**src/rtl/clock_ui_ctrl_if.sv**
```systemverilog
// Byte-stream command bus between the SPI receiver and the clock UI controller.
// The master supplies received bytes; the slave returns decoded register commands.
interface clock_ui_ctrl_if;
    logic [7:0] spi_data;
    logic       spi_data_valid;
    logic       cmd_write;
    logic       cmd_read;
    logic [7:0] cmd_addr;
    logic [7:0] cmd_write_data;

    modport master (
        output spi_data,
        output spi_data_valid,
        input  cmd_write,
        input  cmd_read,
        input  cmd_addr,
        input  cmd_write_data
    );

    modport slave (
        input  spi_data,
        input  spi_data_valid,
        output cmd_write,
        output cmd_read,
        output cmd_addr,
        output cmd_write_data
    );
endinterface

```
**src/rtl/clock_ui_ctrl.sv**
```systemverilog
// VGA clock display control hub: sync/pixel counters, per-frame button auto-repeat
// and SPI byte-stream command decoding, all on the pixel clock.
module clock_ui_ctrl #(
    parameter int MIN_COUNT = 2,
    parameter int DEC_COUNT = 1,
    parameter int MAX_COUNT = 16,
    parameter int H_ACTIVE  = 640,
    parameter int H_FRONT   = 24,
    parameter int H_SYNC    = 40,
    parameter int H_BACK    = 128,
    parameter int V_ACTIVE  = 480,
    parameter int V_FRONT   = 9,
    parameter int V_SYNC    = 3,
    parameter int V_BACK    = 28
) (
    input  logic              clk,
    input  logic              reset,
    input  logic              adj_hrs,
    input  logic              adj_min,
    input  logic              adj_sec,
    clock_ui_ctrl_if.slave    spi,
    output logic              hsync,
    output logic              vsync,
    output logic [9:0]        x_px,
    output logic [9:0]        y_px,
    output logic              activevideo,
    output logic              adj_hrs_pulse,
    output logic              adj_min_pulse,
    output logic              adj_sec_pulse
);

    localparam int H_TOTAL = H_ACTIVE + H_FRONT + H_SYNC + H_BACK;
    localparam int V_TOTAL = V_ACTIVE + V_FRONT + V_SYNC + V_BACK;

    localparam logic [9:0] H_LAST     = 10'(H_TOTAL - 1);
    localparam logic [9:0] V_LAST     = 10'(V_TOTAL - 1);
    localparam logic [9:0] H_VIS      = 10'(H_ACTIVE);
    localparam logic [9:0] V_VIS      = 10'(V_ACTIVE);
    localparam logic [9:0] HS_FIRST   = 10'(H_ACTIVE + H_FRONT);
    localparam logic [9:0] HS_LAST    = 10'(H_ACTIVE + H_FRONT + H_SYNC - 1);
    localparam logic [9:0] VS_FIRST   = 10'(V_ACTIVE + V_FRONT);
    localparam logic [9:0] VS_LAST    = 10'(V_ACTIVE + V_FRONT + V_SYNC - 1);

    // ------------------------------------------------------------------
    // Pixel / line counters
    // ------------------------------------------------------------------
    logic [9:0] x_reg, x_next;
    logic [9:0] y_reg, y_next;

    always_comb begin
        x_next = x_reg + 10'd1;
        y_next = y_reg;
        if (x_reg == H_LAST) begin
            x_next = '0;
            y_next = (y_reg == V_LAST) ? '0 : y_reg + 10'd1;
        end
    end

    always_ff @(posedge clk) begin
        if (reset) begin
            x_reg <= '0;
            y_reg <= '0;
        end else begin
            x_reg <= x_next;
            y_reg <= y_next;
        end
    end

    assign x_px        = x_reg;
    assign y_px        = y_reg;
    assign hsync       = !((x_reg >= HS_FIRST) && (x_reg <= HS_LAST));
    assign vsync       = !((y_reg >= VS_FIRST) && (y_reg <= VS_LAST));
    assign activevideo = (x_reg < H_VIS) && (y_reg < V_VIS);

    logic frame_tick;
    assign frame_tick = (x_reg == '0) && (y_reg == '0);

    // ------------------------------------------------------------------
    // Button auto-repeat, one channel per button (0 = sec, 1 = min, 2 = hrs)
    // ------------------------------------------------------------------
    localparam int CW = $clog2(MAX_COUNT + MIN_COUNT + DEC_COUNT + 1);
    localparam logic [CW-1:0] MAX_V   = CW'(MAX_COUNT);
    localparam logic [CW-1:0] MIN_V   = CW'(MIN_COUNT);
    localparam logic [CW-1:0] DEC_V   = CW'(DEC_COUNT);
    localparam logic [CW-1:0] FLOOR_V = CW'(MIN_COUNT + DEC_COUNT);

    logic [2:0] btn_lvl;
    assign btn_lvl = {adj_hrs, adj_min, adj_sec};

    genvar gi;
    generate
        for (gi = 0; gi < 3; gi++) begin : g_btn
            logic [CW-1:0] count_reg, count_next;
            logic [CW-1:0] interval_reg, interval_next;
            logic          pulse_reg, pulse_next;

            always_comb begin
                count_next    = count_reg;
                interval_next = interval_reg;
                pulse_next    = 1'b0;
                if (frame_tick) begin
                    if (!btn_lvl[gi]) begin
                        count_next    = '0;
                        interval_next = MAX_V;
                    end else begin
                        pulse_next = (count_reg == '0);
                        if (count_reg + 1'b1 == interval_reg) begin
                            // interval shrinks toward MIN_COUNT, never below it
                            count_next    = '0;
                            interval_next = (interval_reg < FLOOR_V) ? MIN_V
                                                                     : interval_reg - DEC_V;
                        end else begin
                            count_next = count_reg + 1'b1;
                        end
                    end
                end
            end

            always_ff @(posedge clk) begin
                if (reset) begin
                    count_reg    <= '0;
                    interval_reg <= MAX_V;
                    pulse_reg    <= 1'b0;
                end else begin
                    count_reg    <= count_next;
                    interval_reg <= interval_next;
                    pulse_reg    <= pulse_next;
                end
            end
        end
    endgenerate

    assign adj_sec_pulse = g_btn[0].pulse_reg;
    assign adj_min_pulse = g_btn[1].pulse_reg;
    assign adj_hrs_pulse = g_btn[2].pulse_reg;

    // ------------------------------------------------------------------
    // SPI command parser
    // ------------------------------------------------------------------
    localparam logic [1:0] ST_IDLE = 2'd0;
    localparam logic [1:0] ST_ADDR = 2'd1;
    localparam logic [1:0] ST_DATA = 2'd2;

    logic [1:0] state_reg, state_next;
    logic       is_write_reg, is_write_next;
    logic [7:0] addr_reg, addr_next;
    logic [7:0] data_reg, data_next;
    logic       wr_reg, wr_next;
    logic       rd_reg, rd_next;

    always_comb begin
        state_next    = state_reg;
        is_write_next = is_write_reg;
        addr_next     = addr_reg;
        data_next     = data_reg;
        wr_next       = 1'b0;
        rd_next       = 1'b0;
        if (spi.spi_data_valid) begin
            case (state_reg)
                ST_IDLE: begin
                    if (spi.spi_data == 8'h01) begin
                        state_next    = ST_ADDR;
                        is_write_next = 1'b1;
                    end else if (spi.spi_data == 8'h02) begin
                        state_next    = ST_ADDR;
                        is_write_next = 1'b0;
                    end
                end
                ST_ADDR: begin
                    addr_next = spi.spi_data;
                    if (is_write_reg) begin
                        state_next = ST_DATA;
                    end else begin
                        rd_next    = 1'b1;
                        state_next = ST_IDLE;
                    end
                end
                ST_DATA: begin
                    data_next  = spi.spi_data;
                    wr_next    = 1'b1;
                    state_next = ST_IDLE;
                end
                default: state_next = ST_IDLE;
            endcase
        end
    end

    always_ff @(posedge clk) begin
        if (reset) begin
            state_reg    <= ST_IDLE;
            is_write_reg <= 1'b0;
            addr_reg     <= '0;
            data_reg     <= '0;
            wr_reg       <= 1'b0;
            rd_reg       <= 1'b0;
        end else begin
            state_reg    <= state_next;
            is_write_reg <= is_write_next;
            addr_reg     <= addr_next;
            data_reg     <= data_next;
            wr_reg       <= wr_next;
            rd_reg       <= rd_next;
        end
    end

    assign spi.cmd_write      = wr_reg;
    assign spi.cmd_read       = rd_reg;
    assign spi.cmd_addr       = addr_reg;
    assign spi.cmd_write_data = data_reg;

endmodule

```
**src/flat_wrapper.sv**
```systemverilog
// flat-port wrapper written by rule: the top's interface ports become plain ports
module clock_ui_ctrl_flat 
#(
    parameter int MIN_COUNT = 2,
    parameter int DEC_COUNT = 1,
    parameter int MAX_COUNT = 16,
    parameter int H_ACTIVE  = 640,
    parameter int H_FRONT   = 24,
    parameter int H_SYNC    = 40,
    parameter int H_BACK    = 128,
    parameter int V_ACTIVE  = 480,
    parameter int V_FRONT   = 9,
    parameter int V_SYNC    = 3,
    parameter int V_BACK    = 28
)
  (clk, reset, adj_hrs, adj_min, adj_sec, hsync, vsync, x_px, y_px, activevideo, adj_hrs_pulse, adj_min_pulse, adj_sec_pulse, spi_spi_data, spi_spi_data_valid, spi_cmd_write, spi_cmd_read, spi_cmd_addr, spi_cmd_write_data);
  clock_ui_ctrl_if spi_i ();
  input  logic clk;
  input  logic reset;
  input  logic adj_hrs;
  input  logic adj_min;
  input  logic adj_sec;
  output logic hsync;
  output logic vsync;
  output logic [9:0] x_px;
  output logic [9:0] y_px;
  output logic activevideo;
  output logic adj_hrs_pulse;
  output logic adj_min_pulse;
  output logic adj_sec_pulse;
  input wire logic [$bits(spi_i.spi_data)-1:0] spi_spi_data;
  input wire logic [$bits(spi_i.spi_data_valid)-1:0] spi_spi_data_valid;
  output wire logic [$bits(spi_i.cmd_write)-1:0] spi_cmd_write;
  output wire logic [$bits(spi_i.cmd_read)-1:0] spi_cmd_read;
  output wire logic [$bits(spi_i.cmd_addr)-1:0] spi_cmd_addr;
  output wire logic [$bits(spi_i.cmd_write_data)-1:0] spi_cmd_write_data;
  assign spi_i.spi_data = spi_spi_data;
  assign spi_i.spi_data_valid = spi_spi_data_valid;
  assign spi_cmd_write = spi_i.cmd_write;
  assign spi_cmd_read = spi_i.cmd_read;
  assign spi_cmd_addr = spi_i.cmd_addr;
  assign spi_cmd_write_data = spi_i.cmd_write_data;
  clock_ui_ctrl #(.MIN_COUNT(MIN_COUNT), .DEC_COUNT(DEC_COUNT), .MAX_COUNT(MAX_COUNT), .H_ACTIVE(H_ACTIVE), .H_FRONT(H_FRONT), .H_SYNC(H_SYNC), .H_BACK(H_BACK), .V_ACTIVE(V_ACTIVE), .V_FRONT(V_FRONT), .V_SYNC(V_SYNC), .V_BACK(V_BACK)) u_core (.clk(clk), .reset(reset), .adj_hrs(adj_hrs), .adj_min(adj_min), .adj_sec(adj_sec), .spi(spi_i), .hsync(hsync), .vsync(vsync), .x_px(x_px), .y_px(y_px), .activevideo(activevideo), .adj_hrs_pulse(adj_hrs_pulse), .adj_min_pulse(adj_min_pulse), .adj_sec_pulse(adj_sec_pulse));
endmodule
```
**config.mk**
```make
export PLATFORM = sky130hd
export DESIGN_NAME = clock_ui_ctrl_flat
export DESIGN_NICKNAME = d
export VERILOG_FILES = /design/src/rtl/clock_ui_ctrl_if.sv /design/src/rtl/clock_ui_ctrl.sv /design/src/flat_wrapper.sv
export SDC_FILE = /design/constraint.sdc
export NUM_CORES = 1
export LEC_CHECK = 0
export ABC_CLOCK_PERIOD_IN_PS = 2700
export BUFFER_PORTS_ARGS = -buffer_cell sky130_fd_sc_hd__buf_2
export CAP_MARGIN = 25
export CORE_ASPECT_RATIO = 1.5
export CORE_MARGIN = 3
export CORE_UTILIZATION = 40
export CTS_CLUSTER_DIAMETER = 150
export DETAILED_ROUTE_END_ITERATION = 16
export MAX_ROUTING_LAYER = met4
export SKIP_LAST_GASP = 1
export SLEW_MARGIN = 10
export SYNTH_ARGS = -nofsm -noshare
export SYNTH_HDL_FRONTEND = slang
export SYNTH_SLANG_ARGS = --single-unit
```
**constraint.sdc**
```tcl
create_clock -name clk -period 2.7 [get_ports clk]
set_clock_uncertainty 0.05 [all_clocks]
set_input_delay 0.27 -clock clk [delete_from_list [all_inputs] [get_ports clk]]
set_output_delay 0.27 -clock clk [all_outputs]
set_load 0.02 [all_outputs]
```
==> results of run 1 <==
==> final cells by class <==
cell class | instances | area [sq um]
Fill cell | 913 | 4790
Multi-Input combinational cell | 355 | 2250
Sequential cell | 74 | 1480
Timing Repair Buffer | 69 | 375
Clock buffer | 10 | 239
Tap cell | 112 | 140
Inverter | 24 | 90.1
Clock inverter | 6 | 42.5
==> tightest hold or removal path, stage by stage <==
cell and delay, ps:
sky130_fd_sc_hd__buf_2 110, sky130_fd_sc_hd__mux2i_1 70, sky130_fd_sc_hd__nor2_1 70
==> cell families (layout without fill, tap and decap cells) <==
kind of cell    count (synthesis)  in the layout  synth area share, %
simple gates                  221            221                 29.5
flops                          74             74                 37.6
compound gates                 73             73                 12.2
buf+inv                        51            109                 5.12
xor+xnor                       34             34                 7.57
fa+ha+maj                      15             15                 4.77
mux                            12             12                 3.12
==> layout by cell type (no fill, tap or decap), types with 3 or more instances in the layout <==
master                       n
sky130_fd_sc_hd__dfxtp_1    74
sky130_fd_sc_hd__buf_2      57
sky130_fd_sc_hd__nor2_1     56
sky130_fd_sc_hd__nand2_1    34
sky130_fd_sc_hd__nand4_1    34
sky130_fd_sc_hd__nand3_1    28
sky130_fd_sc_hd__inv_1      24
sky130_fd_sc_hd__xnor2_1    20
sky130_fd_sc_hd__a21oi_1    19
sky130_fd_sc_hd__ha_1       15
sky130_fd_sc_hd__xor2_1     14
sky130_fd_sc_hd__o21ai_0    12
sky130_fd_sc_hd__nor3_1     12
sky130_fd_sc_hd__a31oi_1    12
sky130_fd_sc_hd__buf_4      12
sky130_fd_sc_hd__mux2i_1    10
sky130_fd_sc_hd__nor2b_1    10
sky130_fd_sc_hd__nor4_1     10
sky130_fd_sc_hd__clkbuf_16   9
sky130_fd_sc_hd__nand2b_1    6
sky130_fd_sc_hd__o2111ai_1   5
sky130_fd_sc_hd__nand3b_1    4
sky130_fd_sc_hd__or4_1       4
sky130_fd_sc_hd__nor4bb_1    3
sky130_fd_sc_hd__and2_1      3
sky130_fd_sc_hd__o211ai_1    3
sky130_fd_sc_hd__nand4b_1    3
==> stage by stage <==
step	area [sq um]	power (mW)	hold slack (ps)
CTS	4620	2.49	157
detailed placement	4340	1.36	400
global placement	4340	1.36	396
finish	4620	2.46	170
floorplan	3940	1.29	364
global route	4620	2.57	167
==> power groups by stage <==
stage               clock network, mW  registers (mW)  logic [mW]
floorplan                           0            1.15       0.135
global placement                    0            1.15       0.208
detailed placement                  0            1.15       0.210
CTS                              1.16            1.12       0.210
global route                     1.21            1.13       0.232
finish                           1.13            1.12       0.210
==> routing by layer <==
metal	wire length, um	vias to the layer above	global-route usage (%)
li1	-	1824	-
met5	0	-	-
met4	139	0	6.79
met2	4920	63	31.4
met1	4200	1694	21.3
met3	307	12	3.81
==> Yosys cell counts, types with 10 or more instances <==
library cell,n
sky130_fd_sc_hd__nor2b_1,10
sky130_fd_sc_hd__o21ai_0,12
sky130_fd_sc_hd__nand4_1,34
sky130_fd_sc_hd__a21oi_1,19
sky130_fd_sc_hd__nand2_1,34
sky130_fd_sc_hd__dfxtp_1,74
sky130_fd_sc_hd__a31oi_1,12
sky130_fd_sc_hd__nor2_1,56
sky130_fd_sc_hd__nand3_1,28
sky130_fd_sc_hd__nor3_1,12
sky130_fd_sc_hd__xnor2_1,20
sky130_fd_sc_hd__clkbuf_1,24
sky130_fd_sc_hd__ha_1,15
sky130_fd_sc_hd__nor4_1,10
sky130_fd_sc_hd__xor2_1,14
sky130_fd_sc_hd__inv_1,24
sky130_fd_sc_hd__mux2i_1,10
==> worst paths after layout <==
check | slack (ps) | start | to | cells past startpoint
worst max register to register | 320 | u_core.y_px[0] | u_core.g_btn[0].interval_reg[0] | 8
worst max-delay path | 320 | u_core.y_px[0] | u_core.g_btn[0].interval_reg[0] | 8
worst min-delay path | 170 | spi_spi_data[5] | u_core.spi.cmd_write_data[5] | 3
worst min register to register | 410 | u_core.spi.cmd_addr[0] | u_core.spi.cmd_addr[0] | 2
==> out/results.ini, run 1 <==
[outcome]
run_status = complete, no violations

[place]
placement.io_buffers = 57
placed_cells_incl_taps = 634
place.gp.congestion = 0.862
dp_hpwl_mm = 6.82
pre_cts_ws_ps = 307

[synth]
synth-async-reset-ratio_pct = 0
post_synth_instance_area_sq_mm = 0.00394
synth.ff_latch_count = 74
synth.yosys.seq_area_share_pct = 37.6
ys_warn_count = 0
yosys-top-cells-area = sky130_fd_sc_hd__dfxtp_1 38%, sky130_fd_sc_hd__nand4_1 5.4%, sky130_fd_sc_hd__nor2_1 5.3%, sky130_fd_sc_hd__ha_1 4.8%, sky130_fd_sc_hd__xnor2_1 4.5%
synth_top_area_share_pct = 37.6
synthFlopType = sky130_fd_sc_hd__dfxtp_1
synthesized_instance_count = 480
synth_area_per_cell_sq_um = 8.20
synth_area_leader_cell = sky130_fd_sc_hd__dfxtp_1
yosys.cell_types.count = 52
count_of_flip_flops_with_a_built_in_enable_after_synthesis = 0
synthesized_netlist_net_count = 509

[finish]
layout-area-overhead-vs-synth_pct = 17.4
finalCoreUtilization_pct = 49.1
layout.nets = 562
finalNonFillerCells = 650
antenna_cells_inserted = 0
share_of_layout_cells_above_drive_strength_1_pct = 16.9

[sta]
post-route-min-period_ps = 2380
timing.final.crit_share_pct = 88.3
relSlewSlack_pct = 55.0
finalSetupViolCount = 0
finalWorstSetupSlack_ps = 317
setup-tns-final_ps = 0
rsz0062_at_grt = false
finalMaxSlewViolations = 0
max_freq_ghz = 0.420
actual_slew_at_the_worst_max_slew_pin_ps = 673
finalHoldViolations = 0

[power_and_ir_drop]
power_per_cell_area_mw_per_mm2 = 533
vdd_drop_max_uv = 377
clockPowerShare_pct = 45.9
netSwitchingPower_uw = 636
switching_share_pct = 25.8
internal_dissipation_mw = 1.83
combinational_share_of_power_pct = 8.5
p_seq_share_pct = 45.6
power.leakage_nw = 1.83

[clock_network]
cts.htree.levels = 3
clkLatencyLatePin_ps = 330
cts_root_buffer = sky130_fd_sc_hd__clkbuf_16
post_cts_resized = 0
ctsLongestPathBuffers = 2
clock-sinks = 74
post-cts-setup-buffers = 0
cts.clk_slew.worst_paths_ps = 60
numCtsBuffers = 9
cts_tree = done
hold_fix_buffer_count_after_cts = 0

[setup_path]
worstPathCellList = inv_1 -> ha_1 -> nor4bb_1 -> nand4_1 -> or2_1 -> buf_4 -> or4_1 -> o31ai_1
crit_type = flip-flop to flip-flop
cp.required_ps = 2900
worstPathArrival_ps = 2580
crit_path_start_kind = flip-flop
critPathMaxFanout = 16
worst_path_dominant_cell_family = simple AND/OR/NAND/NOR gates
setup.worst_path.end_class = flip-flop
cell_at_the_slowest_stage_of_the_critical_path = sky130_fd_sc_hd__or4_1
timing.critical_path.slowest_cell_delay_ps = 520
combined_buffer_and_inverter_count_along_the_critical_path = 2

[die]
coreArea_sq_mm = 0.00942
initial_core_utilization_pct = 41.8
die_y_um = 127
ios = 58
chipWidth_um = 87.0
floorplan.rows = 43
die-area_sq_mm = 0.0111

[drt]
vias = 3593
postRouteWirelength_mm = 9.57
detail_route.drc_violations = 0
detail_route.vias_per_cell = 5.53
drt_pre_antenna_iters = 4
postRouteAntennaNets = 0
post_drt_wl_per_cell_um = 14.7
drt_iter0_markers = 170

[global_route]
grt_antenna_before_repair = 0
via_count_of_the_first_global_routing_pass = 3488
overflow = 0
grt_start_max_net_pins = 38
gr-usage-all-layers_pct = 18.5
global_route_wire_length_before_repair_mm = 16.2

[flow_run]
timing.max_cap.violations = 0

[hold_path]
min_path_type = input port to flip-flop

Power figures use the tool's default switching activity.
==> inputs of run 2 (changes only) <==
- ABC_AREA: unset -> 1
==> run 2 against run 1 <==
Against the previous run: synthesized area rose by 2.5%; clock-buffer cell count is the same; worst setup slack better by 290 ps; routed wire length rose by 3.2%.
==> out/results.ini, run 2 <==
[synth]
synth_top_family_by_area = simple AND/OR/NAND/NOR gates
synthesized_netlist_net_count = 628  ; +23%
synth_top_area_share_pct = 36.7  ; -0.91 points
yosys.area_share.xor_xnor_pct = 1.30  ; -6.3 points
synth.ff_latch_count = 74  ; unchanged
post_synth_instance_area_sq_mm = 0.00403  ; +2.5%
synth-simple-area-share_pct = 35.7  ; +6.2 points
synthFlopType = sky130_fd_sc_hd__dfxtp_1
synthesized_instance_count = 599  ; +25%
synth-async-reset-ratio_pct = 0  ; unchanged
synthMostInstantiatedCell = sky130_fd_sc_hd__nand2_1
count_of_flip_flops_with_a_built_in_enable_after_synthesis = 0  ; unchanged
synth_area_leader_cell = sky130_fd_sc_hd__dfxtp_1
synth_fa_ha_area_share_pct = 4.65  ; -0.12 points
yosys.cell_types.count = 38  ; -27%
synthMuxAreaShare_pct = 0  ; -3.1 points
compound_cell_area_share_of_the_yosys_netlist_pct = 11.2  ; -1.0 points
synth_common_cells = 134 x sky130_fd_sc_hd__nand2_1, 83 x sky130_fd_sc_hd__inv_1, 75 x sky130_fd_sc_hd__nor2_1, 74 x sky130_fd_sc_hd__dfxtp_1, 47 x sky130_fd_sc_hd__nand3_1
yosys-top-cells-area = sky130_fd_sc_hd__dfxtp_1 37%, sky130_fd_sc_hd__nand2_1 12%, sky130_fd_sc_hd__inv_1 7.7%, sky130_fd_sc_hd__nor2_1 7.0%, sky130_fd_sc_hd__nand3_1 5.8%
synth_area_per_cell_sq_um = 6.73  ; -18%
synth.yosys.seq_area_share_pct = 36.7  ; -0.91 points
ys_warn_count = 0  ; unchanged

[sta]
finalHoldViolations = 0  ; unchanged
relSlewSlack_pct = 65.4  ; +10 points
rsz0062_at_grt = false
actual_slew_at_the_worst_max_slew_pin_ps = 517  ; -157 ps
timing.final.crit_share_pct = 77.5  ; -11 points
max_freq_ghz = 0.478  ; +14%
finalSetupViolCount = 0  ; unchanged
fin_hold_ws_ps = 152  ; -18.5 ps
setup-tns-final_ps = 0  ; unchanged
post-route-min-period_ps = 2090  ; -292 ps
finalMaxSlewViolations = 0  ; unchanged

[clock_network]
cts.htree.levels = 3  ; unchanged
cts_tree = done
clock-sinks = 74  ; unchanged
numCtsBuffers = 9  ; unchanged
cts_root_buffer = sky130_fd_sc_hd__clkbuf_16
clkLatencyLatePin_ps = 330  ; about the same
hold_fix_buffer_count_after_cts = 0  ; unchanged
ctsLongestPathBuffers = 2  ; unchanged
cts.clk_slew.worst_paths_ps = 60  ; about the same
post_cts_resized = 0  ; unchanged
post-cts-setup-buffers = 0  ; unchanged

[place]
placed_cells_incl_taps = 758  ; +20%
placement.io_buffers = 57  ; unchanged
place.gp.congestion = 0.872  ; +1.2%
place_area_sq_mm = 0.00439  ; +1.1%
dp_hpwl_mm = 7.38  ; +8.3%

[finish]
antenna_cells_inserted = 0  ; unchanged
register_area_sq_mm = 0.00148  ; unchanged
commonest_cells_after_routing_fill_and_taps_aside = 134 x sky130_fd_sc_hd__nand2_1, 83 x sky130_fd_sc_hd__inv_1, 75 x sky130_fd_sc_hd__nor2_1
multi_input_comb_area_sq_mm = 0.00213  ; -5.2%
most_frequent_standard_cell_in_the_layout_excluding_fill_and_tap_cells = sky130_fd_sc_hd__nand2_1
share_of_layout_cells_above_drive_strength_1_pct = 14.1  ; -2.8 points
fillerInstances = 993  ; +8.8%
layout.nets = 683  ; +22%
finalNonFillerCells = 774  ; +19%
layout-area-overhead-vs-synth_pct = 15.7
final_cell_area_sq_mm = 0.00467  ; +1.0%

[setup_path]
critPathLaunch = u_core.g_btn[0].count_reg[0]
r2r_end = u_core.g_btn[0].count_reg[0]
cp.required_ps = 2860  ; -40 ps
r2r-start = u_core.g_btn[0].count_reg[0]
crit_path_start_kind = flip-flop
worst-r2r-cell-count = 9  ; +1
crit_type = flip-flop to flip-flop
cp-endpoint = u_core.g_btn[0].count_reg[0]
r2r_slack_ps = 610  ; +290 ps
setup.worst_path.end_class = flip-flop
critPathMaxFanout = 6  ; -10
worstPathArrival_ps = 2260  ; -320 ps

[outcome]
run_status = complete, no violations

[die]
floorplan.rows = 44  ; +2.3%
ios = 58  ; unchanged
initial_core_utilization_pct = 41.4  ; -0.41 points
die_y_um = 129  ; +1.2%
die-area_sq_mm = 0.0113  ; +2.3%
coreArea_sq_mm = 0.00974  ; +3.5%
chipWidth_um = 88.0  ; +1.1%

[power_and_ir_drop]
switching_share_pct = 30.7  ; +4.9 points
combinational_share_of_power_pct = 17.9  ; +9.4 points
internal_dissipation_mw = 1.99  ; +8.9%
power_per_cell_area_mw_per_mm2 = 616  ; +15%
netSwitchingPower_uw = 883  ; +39%
p_seq_share_pct = 43.1  ; -2.5 points
clockPowerShare_pct = 39.0  ; -6.9 points
power.total_mw = 2.87  ; +17%
power.leakage_nw = 2.26  ; +24%
vdd_drop_max_uv = 318  ; -16%

[drt]
detail_route.vias_per_cell = 5.10  ; -7.7%
postRouteWirelength_mm = 9.87  ; +3.2%
postRouteAntennaNets = 0  ; unchanged
detail_route.drc_violations = 0  ; unchanged
drt_iter0_markers = 287  ; +69%
post_drt_wl_per_cell_um = 12.8  ; -13%
vias = 3947  ; +9.9%
drt_pre_antenna_iters = 4  ; unchanged

[global_route]
gr-usage-all-layers_pct = 18.6  ; +0.084 points
global_route_wire_length_before_repair_mm = 16.6  ; +2.0%
via_count_of_the_first_global_routing_pass = 3688  ; +5.7%
grt_start_max_net_pins = 39  ; +2.6%
grt_antenna_before_repair = 0  ; unchanged
overflow = 0  ; unchanged

[flow_run]
timing.max_cap.violations = 0  ; unchanged

[hold_path]
min_path_type = input port to flip-flop
holdPathStages = 3  ; unchanged

## run 2: cell types whose count changed in the layout (fill, tap and decap cells not counted), sizes merged, moves of 11 or more
cell,previous run,this run
a31oi,12,0
inv,24,88
nand2,34,138
a21oi,19,35
nand4,34,23
o21ai,12,42
xnor2,20,1
nor2,56,77
nand3,28,47
## run 2: cell families after synthesis
kind of cell               after synthesis
AOI/OAI and AO/OA                       85
xor gates and xnor gates                 6
adders and majority gates               15
buffers and inverters                  102
DFF                                     74
and+or+nand+nor                        317
## run 2: stage by stage
stage	setup WS [ps]	util (%)
final	608	47.9
after global routing	436	47.9
after CTS	617	47.9
after detailed placement	633	45.0
after global placement	608	45.0
after floorplan	959	-
## run 2: how the worst min path moves through the flow
| stage | from | endpoint |
|---|---|---|
| detailed placement | u_core.spi.cmd_addr[0] | u_core.spi.cmd_addr[0] |
| global route | spi_spi_data[5] | u_core.spi.cmd_write_data[5] |
| floorplan | spi_spi_data[1] | u_core.spi.cmd_write_data[1] |
| CTS | spi_spi_data[4] | u_core.spi.cmd_write_data[4] |
| finish | spi_spi_data[4] | u_core.spi.cmd_write_data[4] |
| global placement | u_core.spi.cmd_addr[0] | u_core.spi.cmd_addr[0] |
## run 2: critical path, cell delays in order (launching register included)
cell                      delay, ps
sky130_fd_sc_hd__dfxtp_1        450
sky130_fd_sc_hd__inv_1          100
sky130_fd_sc_hd__ha_1           340
sky130_fd_sc_hd__xor2_1         150
sky130_fd_sc_hd__nor2_1         110
sky130_fd_sc_hd__nand3_1        120
sky130_fd_sc_hd__o21ai_2        250
sky130_fd_sc_hd__nand2_1        140
sky130_fd_sc_hd__nand2_1        200
sky130_fd_sc_hd__a21oi_1         60
## run 2: layer usage
layer  share of wire, %  vias to the layer above  global-route usage (%)
met5                  0                        -                       -
met4                1.8                        0                    6.59
met3                2.9                       16                    3.33
met2                 51                       70                    32.0
met1                 44                     1804                    21.5
li1                   -                     2057                       -
## run 2: layout make-up
cell class,instances,share of cell area (%)
clock buffer,10,5.12
clock inverter,6,0.885
inverter,87,7.00
tap,115,3.08
timing repair buffer,59,6.43
multi-input combinational,423,45.7
sequential,74,31.7
## run 2: power by group through the flow
stage | Sequential (mW) | Combinational, mW | Clock, mW
finish | 1.24 | 0.513 | 1.12
global route | 1.25 | 0.597 | 1.20
CTS | 1.24 | 0.517 | 1.15
detailed placement | 1.26 | 0.514 | 0
global placement | 1.26 | 0.507 | 0
floorplan | 1.25 | 0.399 | 0
